### config.mk
export PLATFORM = sky130hd
export DESIGN_NAME = upb_tcam_flat
export DESIGN_NICKNAME = d
export VERILOG_FILES = /design/src/rtl/upb_tcam_if.sv /design/src/rtl/upb_tcam.sv /design/src/flat_wrapper.sv
export SDC_FILE = /design/constraint.sdc
export NUM_CORES = 1
export LEC_CHECK = 0
export CORE_MARGIN = 2
export CORE_UTILIZATION = 45
export DETAILED_ROUTE_END_ITERATION = 8
export GPL_TIMING_DRIVEN = 0
export HOLD_SLACK_MARGIN = 0.03
export SYNTH_ARGS = -nofsm -noshare
export SYNTH_HDL_FRONTEND = slang
export SYNTH_SLANG_ARGS = --single-unit
### constraint.sdc
create_clock -name CLK -period 6.95 [get_ports CLK]
set_input_delay 1.39 -clock CLK [delete_from_list [all_inputs] [get_ports CLK]]
set_output_delay 1.39 -clock CLK [all_outputs]
set_load 0.01 [all_outputs]
### src/rtl/upb_tcam_if.sv
// -----------------------------------------------------------------------------
// upb_tcam_if
// Bus bundle for the upb_tcam lookup engine.
//   Write channel : wr_valid / wr_ready handshake carrying wr_invalidate,
//                   wr_addr, wr_value, wr_mask.
//   Lookup channel: lookup_valid / lookup_key in, result_valid / result_hit /
//                   result_addr out (two-cycle latency).
//   Optional      : result_match (full match vector), present only when
//                   UPB_TCAM_MATCH_VEC_EN is defined.
// Modports: master = key generator / control plane, slave = TCAM.
// -----------------------------------------------------------------------------
interface upb_tcam_if #(
  parameter int KEY_WIDTH = 10,
  parameter int ENTRIES   = 16
);
  localparam int AW = $clog2(ENTRIES);

  logic                 wr_valid;
  logic                 wr_ready;
  logic                 wr_invalidate;
  logic [AW-1:0]        wr_addr;
  logic [KEY_WIDTH-1:0] wr_value;
  logic [KEY_WIDTH-1:0] wr_mask;

  logic                 lookup_valid;
  logic [KEY_WIDTH-1:0] lookup_key;

  logic                 result_valid;
  logic                 result_hit;
  logic [AW-1:0]        result_addr;
`ifdef UPB_TCAM_MATCH_VEC_EN
  logic [ENTRIES-1:0]   result_match;
`endif

  modport master (
`ifdef UPB_TCAM_MATCH_VEC_EN
    input  result_match,
`endif
    output wr_valid, wr_invalidate, wr_addr, wr_value, wr_mask,
    output lookup_valid, lookup_key,
    input  wr_ready, result_valid, result_hit, result_addr
  );

  modport slave (
`ifdef UPB_TCAM_MATCH_VEC_EN
    output result_match,
`endif
    input  wr_valid, wr_invalidate, wr_addr, wr_value, wr_mask,
    input  lookup_valid, lookup_key,
    output wr_ready, result_valid, result_hit, result_addr
  );
endinterface

### src/rtl/upb_tcam.sv
// -----------------------------------------------------------------------------
// upb_tcam
// Multi-entry SRL-style ternary CAM on the OpenFlow lookup path. Each entry
// holds TCAM_WIDTH shift registers of SRL_SIZE bits; chunk c of the key
// (CW = log2(SRL_SIZE) bits) addresses its SRL and the addressed bit says
// whether that chunk matches. A write controller serialises the value/mask
// LUT into the target entry's SRLs; lookups are pipelined (latency 2) with
// lowest-index priority.
//
// Ports:
//   CLK, RST  clock, synchronous active-high reset
//   bus       upb_tcam_if.slave: write handshake, lookup key, result
//
// Optional feature: define UPB_TCAM_MATCH_VEC_EN to add bus.result_match,
// the registered valid-masked match vector aligned with result_valid.
// -----------------------------------------------------------------------------
module upb_tcam #(
  parameter int SRL_SIZE   = 32,
  parameter int TCAM_WIDTH = 2,
  parameter int ENTRIES    = 16
) (
  input  logic        CLK,
  input  logic        RST,
  upb_tcam_if.slave   bus
);
  localparam int CW        = $clog2(SRL_SIZE);
  localparam int KEY_WIDTH = CW * TCAM_WIDTH;
  localparam int AW        = $clog2(ENTRIES);
  localparam logic [AW:0] ENTRIES_W = (AW+1)'(ENTRIES);

  typedef enum logic [1:0] {IDLE, SHIFT, DONE} state_t;

  state_t               state_q, state_d;
  logic                 wr_ready, shift_en, set_valid;
  logic                 accept, addr_ok;

  logic [AW-1:0]        addr_q;
  logic [KEY_WIDTH-1:0] value_q, mask_q;
  logic [CW-1:0]        cnt_q;
  logic [ENTRIES-1:0]   valid_q;

  logic [SRL_SIZE-1:0]  srl_q [ENTRIES][TCAM_WIDTH];
  logic [TCAM_WIDTH-1:0] lut_bit;

  logic                 s1_valid_q;
  logic [ENTRIES-1:0]   match_comb, match_q;
  logic                 pe_hit;
  logic [AW-1:0]        pe_addr;

  logic                 result_valid_q, result_hit_q;
  logic [AW-1:0]        result_addr_q;

  assign accept  = bus.wr_valid && wr_ready;
  // Out-of-range addresses are accepted but never touch state.
  assign addr_ok = ({1'b0, bus.wr_addr} < ENTRIES_W);

  // ---------------------------------------------------------------------------
  // Write controller FSM: state register / next state / outputs
  // ---------------------------------------------------------------------------
  // NOTE: sequential state uses non-blocking (<=) so every flop samples the
  // pre-edge values; combinational blocks use blocking (=).
  always_ff @(posedge CLK) begin
    if (RST) state_q <= IDLE;
    else     state_q <= state_d;
  end

  // NOTE: every always_comb output gets a default first so no path leaves a
  // signal unassigned, which would otherwise infer a latch.
  always_comb begin
    state_d = state_q;
    unique case (state_q)
      IDLE:    if (accept && !bus.wr_invalidate && addr_ok) state_d = SHIFT;
      SHIFT:   if (cnt_q == '0) state_d = DONE;
      DONE:    state_d = IDLE;
      default: state_d = IDLE;
    endcase
  end

  always_comb begin
    wr_ready  = (state_q == IDLE);
    shift_en  = (state_q == SHIFT);
    set_valid = (state_q == DONE);
  end

  assign bus.wr_ready = wr_ready;

  // Request capture and bit counter. Only meaningful while writing, so no
  // reset is needed.
  always_ff @(posedge CLK) begin
    if (accept) begin
      addr_q  <= bus.wr_addr;
      value_q <= bus.wr_value;
      mask_q  <= bus.wr_mask;
      cnt_q   <= '1;
    end else if (shift_en) begin
      cnt_q   <= cnt_q - 1'b1;
    end
  end

  // Valid bits: cleared at handshake (so a half-written LUT is never seen),
  // set once the last bit has been shifted in.
  always_ff @(posedge CLK) begin
    if (RST) begin
      valid_q <= '0;
    end else begin
      if (accept && addr_ok) valid_q[bus.wr_addr] <= 1'b0;
      if (set_valid)         valid_q[addr_q]      <= 1'b1;
    end
  end

  // LUT bit for position cnt_q of each chunk: 1 when that chunk value
  // matches value/mask on all cared bits.
  always_comb begin
    lut_bit = '0;
    for (int c = 0; c < TCAM_WIDTH; c++)
      lut_bit[c] = (((cnt_q ^ value_q[c*CW +: CW]) & mask_q[c*CW +: CW]) == '0);
  end

  // NOTE: the SRL array is deliberately not reset; cleared valid bits mask
  // stale contents, and leaving it resetless keeps it mappable to SRL primitives.
  // Shifting MSB first lands LUT bit j at SRL position j after SRL_SIZE shifts.
  always_ff @(posedge CLK) begin
    if (shift_en) begin
      for (int c = 0; c < TCAM_WIDTH; c++)
        srl_q[addr_q][c] <= {srl_q[addr_q][c][SRL_SIZE-2:0], lut_bit[c]};
    end
  end

  // ---------------------------------------------------------------------------
  // Lookup pipeline
  // ---------------------------------------------------------------------------
  always_comb begin
    match_comb = '0;
    for (int e = 0; e < ENTRIES; e++) begin
      match_comb[e] = valid_q[e];
      for (int c = 0; c < TCAM_WIDTH; c++)
        match_comb[e] = match_comb[e] & srl_q[e][c][bus.lookup_key[c*CW +: CW]];
    end
  end

  // Stage 1: registered match vector.
  always_ff @(posedge CLK) begin
    if (RST) begin
      s1_valid_q <= 1'b0;
      match_q    <= '0;
    end else begin
      s1_valid_q <= bus.lookup_valid;
      if (bus.lookup_valid) match_q <= match_comb;
    end
  end

  // Lowest index wins: scan downwards so the last assignment is the lowest.
  always_comb begin
    pe_hit  = 1'b0;
    pe_addr = '0;
    for (int e = ENTRIES-1; e >= 0; e--) begin
      if (match_q[e]) begin
        pe_hit  = 1'b1;
        pe_addr = AW'(e);
      end
    end
  end

  // Stage 2: result; hit/addr hold when no lookup is in this slot.
  always_ff @(posedge CLK) begin
    if (RST) begin
      result_valid_q <= 1'b0;
      result_hit_q   <= 1'b0;
      result_addr_q  <= '0;
    end else begin
      result_valid_q <= s1_valid_q;
      if (s1_valid_q) begin
        result_hit_q  <= pe_hit;
        result_addr_q <= pe_addr;
      end
    end
  end

  assign bus.result_valid = result_valid_q;
  assign bus.result_hit   = result_hit_q;
  assign bus.result_addr  = result_addr_q;

`ifdef UPB_TCAM_MATCH_VEC_EN
  logic [ENTRIES-1:0] result_match_q;

  always_ff @(posedge CLK) begin
    if (RST)             result_match_q <= '0;
    else if (s1_valid_q) result_match_q <= match_q;
  end

  assign bus.result_match = result_match_q;
`endif

endmodule

### src/flat_wrapper.sv
// flat-port wrapper written by rule: the top's interface ports become plain ports
module upb_tcam_flat 
#(
  parameter int SRL_SIZE   = 32,
  parameter int TCAM_WIDTH = 2,
  parameter int ENTRIES    = 16
)
  (CLK, RST, bus_wr_valid, bus_wr_invalidate, bus_wr_addr, bus_wr_value, bus_wr_mask, bus_lookup_valid, bus_lookup_key, bus_wr_ready, bus_result_valid, bus_result_hit, bus_result_addr);
  upb_tcam_if #(.KEY_WIDTH((10)), .ENTRIES(ENTRIES)) bus_i ();
  input  logic CLK;
  input  logic RST;
  input wire logic [$bits(bus_i.wr_valid)-1:0] bus_wr_valid;
  input wire logic [$bits(bus_i.wr_invalidate)-1:0] bus_wr_invalidate;
  input wire logic [$bits(bus_i.wr_addr)-1:0] bus_wr_addr;
  input wire logic [$bits(bus_i.wr_value)-1:0] bus_wr_value;
  input wire logic [$bits(bus_i.wr_mask)-1:0] bus_wr_mask;
  input wire logic [$bits(bus_i.lookup_valid)-1:0] bus_lookup_valid;
  input wire logic [$bits(bus_i.lookup_key)-1:0] bus_lookup_key;
  output wire logic [$bits(bus_i.wr_ready)-1:0] bus_wr_ready;
  output wire logic [$bits(bus_i.result_valid)-1:0] bus_result_valid;
  output wire logic [$bits(bus_i.result_hit)-1:0] bus_result_hit;
  output wire logic [$bits(bus_i.result_addr)-1:0] bus_result_addr;
  assign bus_i.wr_valid = bus_wr_valid;
  assign bus_i.wr_invalidate = bus_wr_invalidate;
  assign bus_i.wr_addr = bus_wr_addr;
  assign bus_i.wr_value = bus_wr_value;
  assign bus_i.wr_mask = bus_wr_mask;
  assign bus_i.lookup_valid = bus_lookup_valid;
  assign bus_i.lookup_key = bus_lookup_key;
  assign bus_wr_ready = bus_i.wr_ready;
  assign bus_result_valid = bus_i.result_valid;
  assign bus_result_hit = bus_i.result_hit;
  assign bus_result_addr = bus_i.result_addr;
  upb_tcam #(.SRL_SIZE(SRL_SIZE), .TCAM_WIDTH(TCAM_WIDTH), .ENTRIES(ENTRIES)) u_core (.CLK(CLK), .RST(RST), .bus(bus_i));
endmodule
==> impl_metrics.ini, run 1 <==
[global_route]
grt_pass1_wl_um = 230000
grt_use_met2_pct = 48.6
grt_remaining_overflow = 0
grt_max_degree = 31
top_usage_layer = met2
grt_pass1_vias = 29100
grt_use_met3_pct = 5.69
grt_usage_pct = 29.6
grtUsageMet1_pct = 38.6
antenna_found_initial = 4

[yosys]
yosys.area.top_type_share_pct = 63.7
syn_nets = 2562
ys_types = 58
synth_top_area_cell = edfxtp_1
synth-seq-area-share_pct = 65.7
synth_edf_count = 1048
yosysWarnings = 0
ys_ff_latch = 1098
syn-instance-count = 2522
synth_area_per_cell_um2 = 19.6
synthArstFlopShare_pct = 0
ys_dominant_reg_cell = edfxtp_1
netlist_area_mm2 = 0.0494
ys_top_cells_by_area = edfxtp_1, mux4_2, mux2i_1

[clock_tree]
cts.repair.resized = 0
hold_buffers = 0
numCtsBuffers = 111
cts_setup_buffers = 0
htree_levels = 3
ctsLongestPathBuffers = 3
cts_root_buffer = clkbuf_16
clk_pin_slew_ps = 60
worstSkewPairLatency_ps = 710
cts_tree = done
numClockSinks = 1098

[setup_path]
path_max_fanout = 10
crit_family = buffers and inverters
crit_buf_inv = 3
path_class = in -> reg
required_ps = 7530
crit_arrival_ps = 4540
cp_slowest_cell = clkdlybuf4s50_1
startpoint_type = input pin
path_cells = clkdlybuf4s50_1, buf_2, buf_6, mux4_2, a22oi_1, nand4_1, a41o_1
end_kind = flop
slowest_delay_ps = 610

[routing]
ant_nets = 0
avgViaCountPerCell = 6.78
via_count = 28800
routedWlPerCell_um = 38.9
drt_pass1_iterations = 6
drt_iter0_markers = 4196
route.detailed.drc = 0
drt_wl_total_um = 165000

[floorplanning]
start_util_pct = 45.4
ioPinCount = 46
die_w_um = 335
die_y_um = 335
fp.coreArea_mm2 = 0.109
dieArea_mm2 = 0.112
rows = 121

[timing]
skew_ps = 26.0
finalCritPeriodShare_pct = 56.9
rsz0062_at_grt = no
period_minus_slack_ps = 3950
slew_viol_final = 0
worst_pin_slew_ps = 1350
slew-limit-headroom_pct = 10.2
setup_violations = 0
whs_ps = 483
finalHoldViolCount = 0
max_freq_ghz = 0.253

[flow_run]
maxCapViolations = 0

[pwr]
ir_worst_vdd_v = 0.000221
power_uw = 15600
powerDensity_mw_per_mm2 = 275
leakage_uw = 0.0180

[cells_and_area]
area_growth_pct = 14.5
drive_gt1_share_pct = 29.0
layout_common_cells = edfxtp_1, mux4_2, mux2i_1
final_common_cell = edfxtp_1
fin_nets = 2786

[run_status]
status = finished, final reports clean

[hold_path]
hp-class = reg -> reg

[placement]
routabilityCongestion = 1.05
port_buffers = 40
dpl.hpwl_um = 123000
where the power goes:
part	switching [uW]	internal (uW)	leakage, uW
logic	1200	643	0.00640
registers	33.4	7620	0.00986
clock network	2550	3510	0.00176
cell families after synthesis:
group / synth area share, %
simple gates: 2.26
fa+ha+maj: 0.0253
flops: 65.7
buf+inv: 2.25
mux: 25.1
compound gates: 4.35
xor+xnor: 0.231
final timing paths:
path | depth (start not counted) | startpoint | slack, ps | end
worst min-delay path | 2 | u_core.valid_q[5] | 480 | u_core.valid_q[5]
worst max-delay path | 7 | bus_lookup_key[0] | 3000 | u_core.match_q[13]
worst max register to register | 5 | flop | 3120 | u_core.srl_q[4][60]
worst min register to register | 2 | u_core.valid_q[5] | 480 | u_core.valid_q[5]
registers in the layout, summed over array words and instances (netlist names), 2 cells and up, named ones only:
| signal | count |
|---|---|
| u_core.srl_q | 1024 |
| u_core.match_q | 16 |
| u_core.valid_q | 16 |
| u_core.mask_q | 10 |
| u_core.value_q | 10 |
| u_core.cnt_q | 5 |
| u_core.addr_q | 4 |
| u_core.bus.result_addr | 4 |
| u_core.state_q | 2 |
tightest hold or removal path: cells and delay by family, from the launching register on:
family          cells  cell delay [ps]
compound gates      2              130
flops               1              310
cell type report:
type,count,area [um^2]
Antenna cell,3,7.51
Buffer,189,1060
Clock buffer,155,3100
Clock inverter,51,541
Fill cell,8539,52300
Inverter,13,48.8
Multi-Input combinational cell,1222,15900
Sequential cell,1098,32500
Tap cell,1414,1770
Timing Repair Buffer,111,1620
per-stage QoR:
stage               setup TNS (ps)  worst slack, ps  cells  area, um^2  util [%]
floorplan                        0             1110   2522       49400         -
global placement          -1517120            -4160   3976       51600      47.4
detailed placement               0             2390   4047       52900      48.6
CTS                              0             3130   4253       56500      51.9
global route                     0             2990   4253       56500      51.9
finish                           0             3000   4256       56500      51.9
Yosys cell counts, types with 10 or more instances:
| library cell | count |
|---|---|
| buf_4 | 13 |
| inv_1 | 12 |
| nand3_1 | 48 |
| clkbuf_1 | 74 |
| nand2b_1 | 11 |
| xor2_1 | 11 |
| o22ai_1 | 16 |
| o21ai_0 | 25 |
| a21oi_1 | 46 |
| buf_6 | 32 |
| mux4_2 | 438 |
| buf_1 | 17 |
| mux2_2 | 40 |
| nor2_1 | 28 |
| dfxtp_1 | 50 |
| edfxtp_1 | 1048 |
| nor2b_1 | 14 |
| nand2_1 | 53 |
| nand4_1 | 19 |
| nor3b_1 | 10 |
| mux2i_1 | 201 |
| buf_2 | 53 |
| o21ai_1 | 18 |
| a22oi_1 | 137 |
per-layer routing:
layer | part of all wire [%] | up-vias
met5 | 0.022 | -
met3 | 8.4 | 367
li1 | - | 11300
met1 | 38 | 15400
met4 | 5.2 | 6
met2 | 49 | 1773
(Power assumes the default switching activity.)
==> run 2: changes to the inputs <==
==> constraint.sdc (replaced) <==
create_clock -name CLK -period 4 [get_ports CLK]
set_input_delay 0.8 -clock CLK [delete_from_list [all_inputs] [get_ports CLK]]
set_output_delay 0.8 -clock CLK [all_outputs]
set_load 0.01 [all_outputs]
==> impl_metrics.ini, run 2 (synthesis gave the netlist of run 1 again) <==
[floorplanning]
rows = 121
start_util_pct = 45.4
ioPinCount = 46
die_w_um = 335
dieArea_mm2 = 0.112
die_y_um = 335
fp.coreArea_mm2 = 0.109

[placement]
routabilityCongestion = 1.06
port_buffers = 40
dpl.hpwl_um = 121000
dp.cells = 4030

[cells_and_area]
n_fill_cell = 8558
drive_gt1_share_pct = 28.6
instances_no_fill = 4235
largest_register_ffs = 1024
layout_common_cells = edfxtp_1, mux4_2, mux2i_1
top_register = u_core.srl_q
seqCellArea_mm2 = 0.0325
area_growth_pct = 14.1
multi_input_area_mm2 = 0.0159
fin_nets = 2772
top_regs = u_core.srl_q (1024), u_core.match_q (16), u_core.valid_q (16)
final_common_cell = edfxtp_1

[setup_path]
path_max_fanout = 16
required_ps = 4360
r2r_slack_ps = 120
startpoint_type = flop
r2r_cells = 5
crit_arrival_ps = 4240
end_kind = flop
path_class = reg -> reg
r2r-end = u_core.srl_q[13][2]
endpoint = u_core.srl_q[13][2]

[timing]
whs_ps = 478
finalHoldViolCount = 0
rsz0062_at_grt = no
max_freq_ghz = 0.258
worst_pin_slew_ps = 1400
skew_ps = 27.9
period_minus_slack_ps = 3880
setup_violations = 0
slew-limit-headroom_pct = 6.85
slew_viol_final = 0
finalCritPeriodShare_pct = 97.0

[global_route]
grt_usage_pct = 29.3
antenna_found_initial = 4
grt_pass1_vias = 29100
grt_remaining_overflow = 0
grt_max_degree = 31
grt_pass1_wl_um = 228000

[clock_tree]
cts.repair.resized = 0
numClockSinks = 1098
worstSkewPairLatency_ps = 720
hold_buffers = 0
numCtsBuffers = 114
cts_setup_buffers = 0
htree_levels = 3
ctsLongestPathBuffers = 3
cts_root_buffer = clkbuf_16
clk_pin_slew_ps = 60
cts_tree = done

[routing]
avgViaCountPerCell = 6.76
drt_pass1_iterations = 8
drt_iter0_markers = 4084
route.detailed.drc = 0
via_count = 28600
ant_nets = 0
routedWlPerCell_um = 38.8
drt_wl_total_um = 164000

[pwr]
powerDensity_mw_per_mm2 = 475
ir_worst_vdd_v = 0.000428
leakage_uw = 0.0179

[run_status]
status = finished, final reports clean

[flow_run]
maxCapViolations = 0

[hold_path]
hp-class = reg -> reg
==> run 2: cell types whose count changed in the layout (fill, tap and decap cells not counted), moves of 4 or more <==
cell | previous run | this run
buf_6 | 61 | 32
buf_8 | 3 | 9
buf_12 | 25 | 30
clkbuf_8 | 5 | 0
nor3_2 | 4 | 0
nor3_4 | 0 | 4
==> run 2: per-stage QoR <==
stage	setup TNS, ps	power (uW)	area (um^2)	worst slack, ps	utilization, %
finish	0	26800	56400	120	51.8
detailed placement	-1380	16700	52800	-230	48.6
floorplan	-47050	15400	49400	-127	-
CTS	0	26900	56400	169	51.8
global route	0	27500	56400	78.6	51.8
global placement	-3225600	16700	51600	-3800	47.4
==> run 2: worst max-delay path, cell delays in order (launching register included) <==
cell and delay [ps]:
dfxtp_1 310, clkbuf_1 300, clkbuf_1 720, buf_1 1070, mux4_2 420, mux4_2 700
==> run 2: worst min-delay path by stage <==
stage,slack (ps),cells past startpoint,startpoint,to
finish,480,2,u_core.valid_q[6],u_core.match_q[6]
global route,490,2,u_core.valid_q[6],u_core.match_q[6]
CTS,480,2,u_core.valid_q[6],u_core.match_q[6]
detailed placement,460,2,u_core.valid_q[6],u_core.match_q[6]
global placement,470,2,u_core.valid_q[6],u_core.valid_q[6]
floorplan,450,2,u_core.valid_q[6],u_core.match_q[6]
==> run 2: report_power, final <==
| group | internal (uW) | leakage (uW) | switching, uW |
|---|---|---|---|
| clock | 5830 | 0.00172 | 4460 |
| combinational | 1120 | 0.00634 | 2090 |
| sequential | 13200 | 0.00986 | 56.5 |
==> run 2: cell type report <==
type                    count  share of cell area, %
diodes                      2                0.00888
plain buffers             189                   1.89
clock buffers             147                   5.32
clock inverters            56                  0.939
inverters                  13                 0.0865
multi-input cells        1222                   28.3
flip-flops and latches   1098                   57.6
well taps                1414                   3.14
repair buffers             94                   2.75
==> run 2: layer usage <==
metal / vias to the layer above / part of all wire (%) / global-route usage, % / wire, um
met5: - / 0.028 / 0 / 46
met3: 352 / 8.1 / 5.78 / 13300
met4: 8 / 5.0 / 12.8 / 8220
li1: 11300 / - / - / -
met2: 1581 / 49 / 47.8 / 79800
met1: 15400 / 38 / 38.3 / 62900
